## src/rtl/insfetch_queue_pkg.sv

```systemverilog
// Shared fetch-stage constants, FSM encoding and decode helpers.
// Latency: n/a (declarations and pure functions only).
// Backpressure: n/a.
//
// Contents:
//   OPC_JAL / OPC_JALR  major opcodes that redirect or stall fetch
//   HALT_INS_DEFAULT    encoding that parks fetch until resume or flush
//   fetch_state_t       RUN / WAIT / STUCK request-side FSM states
//   jal_imm()           unscrambles the J-type immediate
//   expand_rvc()        zero-extends a compressed instruction to 32 bits
package insfetch_queue_pkg;

  localparam logic [6:0]  OPC_JAL          = 7'b1101111;
  localparam logic [6:0]  OPC_JALR         = 7'b1100111;
  localparam logic [31:0] HALT_INS_DEFAULT = 32'h0ff00513;

  typedef enum logic [1:0] {
    ST_RUN   = 2'd0,  // free to issue when the queue has room
    ST_WAIT  = 2'd1,  // one request outstanding at the memory manager
    ST_STUCK = 2'd2   // JALR/HALT enqueued, waiting for the ROB to resolve it
  } fetch_state_t;

  // Takes instruction bits [31:12] and returns the signed byte offset of a JAL.
  // hi[19]=w[31], hi[18:9]=w[30:21], hi[8]=w[20], hi[7:0]=w[19:12].
  function automatic logic signed [20:0] jal_imm(input logic [19:0] hi);
    jal_imm = {hi[19], hi[7:0], hi[8], hi[18:9], 1'b0};
  endfunction

  // A word whose low two bits are not 2'b11 carries a 16-bit instruction in
  // its lower half; the upper half belongs to the next instruction.
  function automatic logic [31:0] expand_rvc(input logic [31:0] w);
    if (w[1:0] == 2'b11) expand_rvc = w;
    else                 expand_rvc = {16'h0000, w[15:0]};
  endfunction

endpackage

```

## src/rtl/insfetch_queue_ins_fifo.sv

```systemverilog
// Generic DEPTH-entry synchronous FIFO holding fetched {addr, ins} pairs.
// Latency: a pushed entry is visible at head the cycle after the push.
// Backpressure: push ignored when full (unless popping), pop ignored when empty.
//
// Ports:
//   clk_in, rst_in   clock, synchronous active-high reset
//   push, push_dat   write one entry at the tail
//   pop              retire the head entry
//   clear            drop all entries (flush); wins over push/pop
//   full, empty      occupancy flags
//   count            number of valid entries, 0..DEPTH
//   head             entry at the read pointer (combinational)
module insfetch_queue_ins_fifo #(
  parameter int unsigned DEPTH = 4,
  parameter int unsigned WIDTH = 64
) (
  input  logic                       clk_in,
  input  logic                       rst_in,
  input  logic                       push,
  input  logic [WIDTH-1:0]           push_dat,
  input  logic                       pop,
  input  logic                       clear,
  output logic                       full,
  output logic                       empty,
  output logic [$clog2(DEPTH):0]     count,
  output logic [WIDTH-1:0]           head
);

  localparam int unsigned PW = $clog2(DEPTH);
  localparam int unsigned CW = PW + 1;
  localparam logic [CW-1:0] DEPTH_C = CW'(DEPTH);

  logic [WIDTH-1:0] mem [DEPTH];
  logic [PW-1:0]    wr_ptr;
  logic [PW-1:0]    rd_ptr;
  logic [CW-1:0]    cnt;
  logic             push_ok;
  logic             pop_ok;

  assign full  = (cnt == DEPTH_C);
  assign empty = (cnt == '0);
  assign count = cnt;
  assign head  = mem[rd_ptr];

  // A push into a full queue is legal only when the head leaves in the same cycle.
  assign push_ok = push && (!full || pop);
  assign pop_ok  = pop && !empty;

  always_ff @(posedge clk_in) begin
    if (rst_in) begin
      wr_ptr <= '0;
      rd_ptr <= '0;
      cnt    <= '0;
      for (int i = 0; i < int'(DEPTH); i++) mem[i] <= '0;
    end else if (clear) begin
      wr_ptr <= '0;
      rd_ptr <= '0;
      cnt    <= '0;
    end else begin
      if (push_ok) begin
        mem[wr_ptr] <= push_dat;
        wr_ptr      <= wr_ptr + PW'(1);
      end
      if (pop_ok) begin
        rd_ptr <= rd_ptr + PW'(1);
      end
      if (push_ok && !pop_ok)      cnt <= cnt + CW'(1);
      else if (!push_ok && pop_ok) cnt <= cnt - CW'(1);
    end
  end

endmodule

```

## src/rtl/insfetch_queue.sv

```systemverilog
// Instruction fetch: issues requests, computes next PC, queues {addr, ins} for decode.
// Latency: a memory response is presented on is_ins the cycle after give_you.
// Backpressure: decoder stalls via dc_ready; fetch stops requesting while the queue is full.
//
// Ports:
//   clk_in, rst_in     clock, synchronous active-high reset
//   rdy_in             global enable; all state holds while low
//   out_PC, ask_for    request address and level request to the memory manager
//   give_you(_ins)     one-cycle memory response and its raw 32-bit word
//   is_ins, ins_addr,
//   ins, dc_ready      valid/ready head-of-queue interface to the decoder
//   rob_clear          flush; empties the queue and redirects to rob_new_pc
//   cancel_stuck       JALR/HALT resolved; resume at rob_new_pc
module insfetch_queue
  import insfetch_queue_pkg::*;
#(
  parameter int unsigned DEPTH    = 4,
  parameter int unsigned ADDR_W   = 32,
  parameter logic [31:0] HALT_INS = HALT_INS_DEFAULT
) (
  input  logic              clk_in,
  input  logic              rst_in,
  input  logic              rdy_in,
  output logic [ADDR_W-1:0] out_PC,
  output logic              ask_for,
  input  logic              give_you,
  input  logic [31:0]       give_you_ins,
  output logic              is_ins,
  output logic [ADDR_W-1:0] ins_addr,
  output logic [31:0]       ins,
  input  logic              dc_ready,
  input  logic              rob_clear,
  input  logic [ADDR_W-1:0] rob_new_pc,
  input  logic              cancel_stuck
);

  localparam int unsigned CW = $clog2(DEPTH) + 1;
  localparam logic [CW-1:0] DEPTH_C = CW'(DEPTH);
  localparam int unsigned EW = ADDR_W + 32;

  fetch_state_t      state;
  logic              drop;     // next response belongs to a flushed path
  logic [ADDR_W-1:0] pc;
  logic              ask_q;

  logic              fifo_push;
  logic              fifo_pop;
  logic              fifo_clear;
  logic              fifo_full;
  logic              fifo_empty;
  logic [CW-1:0]     fifo_count;
  logic [EW-1:0]     fifo_head;

  logic              is_rvc;
  logic              is_jal;
  logic              is_stop;
  logic [31:0]       ins_word;
  logic [ADDR_W-1:0] pc_next;
  logic              accept;
  logic              discard;
  logic [CW-1:0]     cnt_nxt;
  logic              room_next;

  // ---------------------------------------------------------------------------
  // Response decode
  // ---------------------------------------------------------------------------
  assign is_rvc   = (give_you_ins[1:0] != 2'b11);
  assign is_jal   = (give_you_ins[6:0] == OPC_JAL);
  // JALR target is only known in the backend; HALT parks fetch on purpose.
  assign is_stop  = (give_you_ins[6:0] == OPC_JALR) || (give_you_ins == HALT_INS);
  assign ins_word = expand_rvc(give_you_ins);

  always_comb begin
    pc_next = pc + (is_rvc ? ADDR_W'(2) : ADDR_W'(4));
    if (is_jal) pc_next = pc + ADDR_W'($signed(jal_imm(give_you_ins[31:12])));
  end

  // ask_q is high exactly while a request is issued and not yet answered, so a
  // response is only meaningful when it is set. Flush overrides both paths.
  assign accept  = give_you && ask_q && !drop && !fifo_full && !rob_clear;
  assign discard = give_you && ask_q && drop && !rob_clear;

  // ---------------------------------------------------------------------------
  // Queue
  // ---------------------------------------------------------------------------
  assign fifo_push  = rdy_in && accept;
  assign fifo_pop   = rdy_in && !fifo_empty && dc_ready && !rob_clear;
  assign fifo_clear = rdy_in && rob_clear;

  insfetch_queue_ins_fifo #(
    .DEPTH (DEPTH),
    .WIDTH (EW)
  ) u_ins_fifo (
    .clk_in   (clk_in),
    .rst_in   (rst_in),
    .push     (fifo_push),
    .push_dat ({pc, ins_word}),
    .pop      (fifo_pop),
    .clear    (fifo_clear),
    .full     (fifo_full),
    .empty    (fifo_empty),
    .count    (fifo_count),
    .head     (fifo_head)
  );

  assign is_ins   = !fifo_empty;
  assign ins_addr = fifo_head[EW-1:32];
  assign ins      = fifo_head[31:0];

  // Occupancy after this cycle's push/pop; a new request is only raised when
  // the queue will still have a free slot for its response.
  always_comb begin
    cnt_nxt = fifo_count;
    if (fifo_push && !fifo_pop)      cnt_nxt = fifo_count + CW'(1);
    else if (!fifo_push && fifo_pop) cnt_nxt = fifo_count - CW'(1);
  end

  assign room_next = (cnt_nxt < DEPTH_C);

  // ---------------------------------------------------------------------------
  // Request FSM and PC
  // ---------------------------------------------------------------------------
  always_ff @(posedge clk_in) begin
    if (rst_in) begin
      state <= ST_RUN;
      drop  <= 1'b0;
      pc    <= '0;
      ask_q <= 1'b0;
    end else if (rdy_in) begin
      if (rob_clear) begin
        pc <= rob_new_pc;
        if (ask_q && !give_you) begin
          // Memory still owes us a word for the old path: swallow it first.
          state <= ST_WAIT;
          drop  <= 1'b1;
          ask_q <= 1'b1;
        end else begin
          // Queue is empty after the clear, so there is always room.
          state <= ST_RUN;
          drop  <= 1'b0;
          ask_q <= 1'b1;
        end
      end else if (discard) begin
        drop  <= 1'b0;
        state <= ST_RUN;
        ask_q <= room_next;
      end else if (accept) begin
        if (is_stop) begin
          state <= ST_STUCK;
          ask_q <= 1'b0;
        end else begin
          pc    <= pc_next;
          state <= ST_RUN;
          ask_q <= room_next;
        end
      end else begin
        case (state)
          ST_RUN: begin
            if (ask_q) state <= ST_WAIT;
            else       ask_q <= room_next;
          end
          ST_WAIT: begin
            ask_q <= 1'b1;
          end
          ST_STUCK: begin
            if (cancel_stuck) begin
              pc    <= rob_new_pc;
              state <= ST_RUN;
              ask_q <= room_next;
            end
          end
          default: begin
            state <= ST_RUN;
            ask_q <= 1'b0;
          end
        endcase
      end
    end
  end

  assign out_PC  = pc;
  assign ask_for = ask_q;

endmodule

```

## config.mk

```make
export PLATFORM = sky130hd
export DESIGN_NAME = insfetch_queue
export DESIGN_NICKNAME = d
export VERILOG_FILES = /design/src/rtl/insfetch_queue_pkg.sv /design/src/rtl/insfetch_queue_ins_fifo.sv /design/src/rtl/insfetch_queue.sv
export SDC_FILE = /design/constraint.sdc
export NUM_CORES = 1
export LEC_CHECK = 0
export CORE_MARGIN = 4
export CORE_UTILIZATION = 61
export DETAILED_ROUTE_END_ITERATION = 6
export HOLD_SLACK_MARGIN = 0.06
export PLACE_DENSITY = 0.86
export SYNTH_ARGS = -nofsm -noshare
export SYNTH_HDL_FRONTEND = slang
export SYNTH_SLANG_ARGS = --single-unit
```

## constraint.sdc

```tcl
create_clock -name clk_in -period 11.2 [get_ports clk_in]
set_input_delay 2.24 -clock clk_in [delete_from_list [all_inputs] [get_ports clk_in]]
set_output_delay 2.24 -clock clk_in [all_outputs]
set_load 0.01 [all_outputs]
```

==> impl_metrics.json <==
{
  "synth-simple-area-share_pct": 16.5,
  "maxSlewHeadroom_pct": 17.8,
  "fillCellCount": 1550,
  "syn_to_final_growth_pct": 20.0,
  "fmax_mhz": 159,
  "first_global_vias": 10992,
  "die_area_sq_um": 26500,
  "ctsLongestPathBuffers": 3,
  "synth_seq_area_share_pct": 58.8,
  "synth_seq_cells": 301,
  "power_frac_clock_pct": 40.7,
  "ios": 169,
  "die_y_microns": 163,
  "setup_viol": 0,
  "startpoint_type": "input port",
  "nNetsFinal": 1462,
  "h-tree-depth": 1,
  "yosys-top-cells-count": "edfxtp_1 (256), nor2_1 (220), nand2_1 (130)",
  "drive_gt1_share_pct": 10.4,
  "clk_latency_ns": 0.56,
  "r2r_cells": 9,
  "vias_per_cell": 6.30,
  "combPwrFrac_pct": 8.1,
  "wl_per_cell_microns": 22.9,
  "cap_violations": 0,
  "fin_crit_sh_pct": 56.1,
  "cts_repair_resize_count": 0,
  "syn-num-nets": 1332,
  "clkSlewWorstSetupHoldPaths_ns": 0.06,
  "path_class": "input port to flip-flop",
  "track_usage_pct": 29.6,
  "drt_iter0_drc": 1232,
  "whs_ns": 0.535,
  "synth_top_area_cell": "edfxtp_1",
  "synthTopCellsByArea": "edfxtp_1 (53%), mux4_2 (9.9%), dfxtp_1 (6.2%)",
  "numClockSinks": 301,
  "hold_violations": 0,
  "overflow": 0,
  "endpoint_kind": "flip-flop",
  "syn_inst": 1237,
  "route.detailed.drc": 0,
  "hold_class": "flip-flop to flip-flop",
  "power_density_nw_per_um2": 143,
  "cts_hold_buf": 0,
  "synthMuxAreaShare_pct": 10.6,
  "synth_flop_cell": "edfxtp_1",
  "numPortBuffers": 168,
  "pre_cts_ws_ns": 4.39,
  "synth_top_area_share_pct": 52.6,
  "outcome": "complete, no violations",
  "start_util_pct": 62.0,
  "ant_nets": 0,
  "post-route-util_pct": 74.4,
  "async_flop_share_pct": 0,
  "tightest_slew_ns": 1.23,
  "yosysMostFrequentCell": "edfxtp_1",
  "grt_max_degree": 65,
  "slew_viol_final": 0,
  "fin_skew_ns": 0.0185,
  "drt_pass1_iterations": 7,
  "seqPwrFrac_pct": 51.3,
  "dieWidth_microns": 163,
  "p_int_mw": 1.95,
  "cts_root_buf": "clkbuf_16",
  "ys_types": 69,
  "vias": 10763,
  "crit_arrival_ns": 6.72,
  "holdPathStages": 2,
  "rows": 56,
  "diodes": 0,
  "p_sw_mw": 0.557,
  "tns_ns": 0,
  "grt_pass1_wl_mm": 60.6,
  "synth_compound_area_share_pct": 7.08,
  "worstPathMaxFanout": 20,
  "postCtsSetupRepairBufs": 0,
  "cp.required_ns": 11.64,
  "syn_area_sq_um": 14600,
  "synth_top_family_by_area": "simple AND/OR/NAND/NOR gates",
  "synth-adder-area-share_pct": 2.11,
  "place.gp.congestion": 0.950,
  "leakage_nw": 6.52,
  "rsz0062_at_grt": "no",
  "wirelength_mm": 39.2,
  "synthXorXnorAreaFrac_pct": 1.14,
  "place_area_sq_um": 16500,
  "min_period_ns": 6.29,
  "ir_drop_mv": 0.117,
  "yosys_warnings": 0,
  "design.core.area_sq_um": 23500,
  "cts_tree": "done",
  "cts_buffers": 29,
  "final_area_sq_um": 17500,
  "hpwl_mm": 25.4,
  "final.setup.worst_slack_ns": 4.91,
  "antenna_found_initial": 0,
  "synth_area_per_cell_sq_um": 11.8,
  "sw_frac_of_total_pct": 22.2,
  "synth_edf_count": 256
}
-- registers in the layout, indices dropped and copies added, names as in the netlist, named ones only --
| signal | flops |
|---|---|
| u_ins_fifo.mem | 256 |
| state | 2 |
| u_ins_fifo.wr_ptr | 2 |
| ask_for | 1 |
| u_ins_fifo.rd_ptr | 2 |
| u_ins_fifo.count | 3 |
| drop | 1 |
| out_PC | 32 |
-- stage by stage --
step	power (mW)	cells
after detailed placement	1.51	1655
after floorplan	1.40	1237
after global routing	2.58	1709
final	2.51	1709
after CTS	2.51	1709
after global placement	1.50	1655
-- critical path: stages --
cell and delay, ns:
clkdlybuf4s50_1 0.52, and2_1 0.72, and3_1 0.64, and2_1 0.21, ha_1 0.24, a211oi_1 0.09
o21ai_1 0.24, a311oi_1 0.16, o31a_2 0.41, o21ai_2 0.38, mux2_2 0.40, and3_1 0.18
o31a_1 0.28
-- cells in the final DEF, fill, tap and decap left out, types with 6 or more instances in the layout --
cell | synthesis | layout
a211oi_1 | 9 | 9
a21o_1 | 8 | 8
a21oi_1 | 41 | 41
a311oi_1 | 6 | 6
a31oi_1 | 9 | 9
and2_1 | 52 | 52
and3_1 | 14 | 14
buf_4 | 0 | 14
clkbuf_16 | 0 | 29
clkdlybuf4s50_1 | 0 | 168
dfxtp_1 | 45 | 43
edfxtp_1 | 256 | 256
ha_1 | 23 | 23
inv_1 | 62 | 62
mux2i_1 | 8 | 8
mux4_2 | 64 | 64
nand2_1 | 130 | 128
nand3_1 | 27 | 27
nand4_1 | 7 | 7
nor2_1 | 220 | 218
nor3_1 | 18 | 18
nor4_1 | 7 | 7
o211ai_1 | 6 | 6
o21a_1 | 6 | 6
o21ai_0 | 24 | 22
o21ai_1 | 6 | 6
or3_1 | 8 | 8
or4_1 | 8 | 8
xnor2_1 | 9 | 9
xor2_1 | 10 | 10
-- worst paths after layout --
check	from	endpoint	slack, ns
hold / removal	u_ins_fifo.rd_ptr[1]	flip-flop	0.53
hold reg to reg	u_ins_fifo.rd_ptr[1]	flip-flop	0.53
setup reg to reg	u_ins_fifo.count[0]	u_ins_fifo.mem[1][44]	6.86
setup / recovery	give_you_ins[0]	out_PC[26]	4.91
-- power by group through the flow --
| stage | logic [mW] | clock network [mW] | registers [mW] |
|---|---|---|---|
| 6_report | 0.203 | 1.02 | 1.29 |
| 5_1_grt | 0.217 | 1.07 | 1.29 |
| 4_1_cts | 0.202 | 1.03 | 1.28 |
| 3_5_place_dp | 0.201 | 0 | 1.31 |
| 3_3_place_gp | 0.198 | 0 | 1.31 |
| 2_1_floorplan | 0.0980 | 0 | 1.30 |
-- per-layer routing --
layer  share of wire, %  up-vias  wire [microns]  track usage (%)
met5                  0        -               0                0
met4                4.8        0            1880             13.3
met3                 10      119            3940             5.92
met2                 48      641           18800             47.5
met1                 37     5252           14500             39.5
li1                   -     4751               -                -
-- cell families (layout without fill, tap and decap cells) --
logic type	after synthesis	in the layout
compound gates	151	151
simple gates	523	523
buf+inv	145	298
fa+ha+maj	24	24
mux	74	74
flops	301	301
xor+xnor	19	19
-- area by class of cell --
type,count,area [sq um],share of cell area [%]
flip-flops and latches,301,8590,49.1
multi-input cells,791,5510,31.5
repair buffers,182,1790,10.2
clock buffers,36,772,4.41
well taps,319,399,2.28
inverters,62,233,1.33
clock inverters,18,221,1.26
Note: power is estimated with default switching activity, not from simulation.
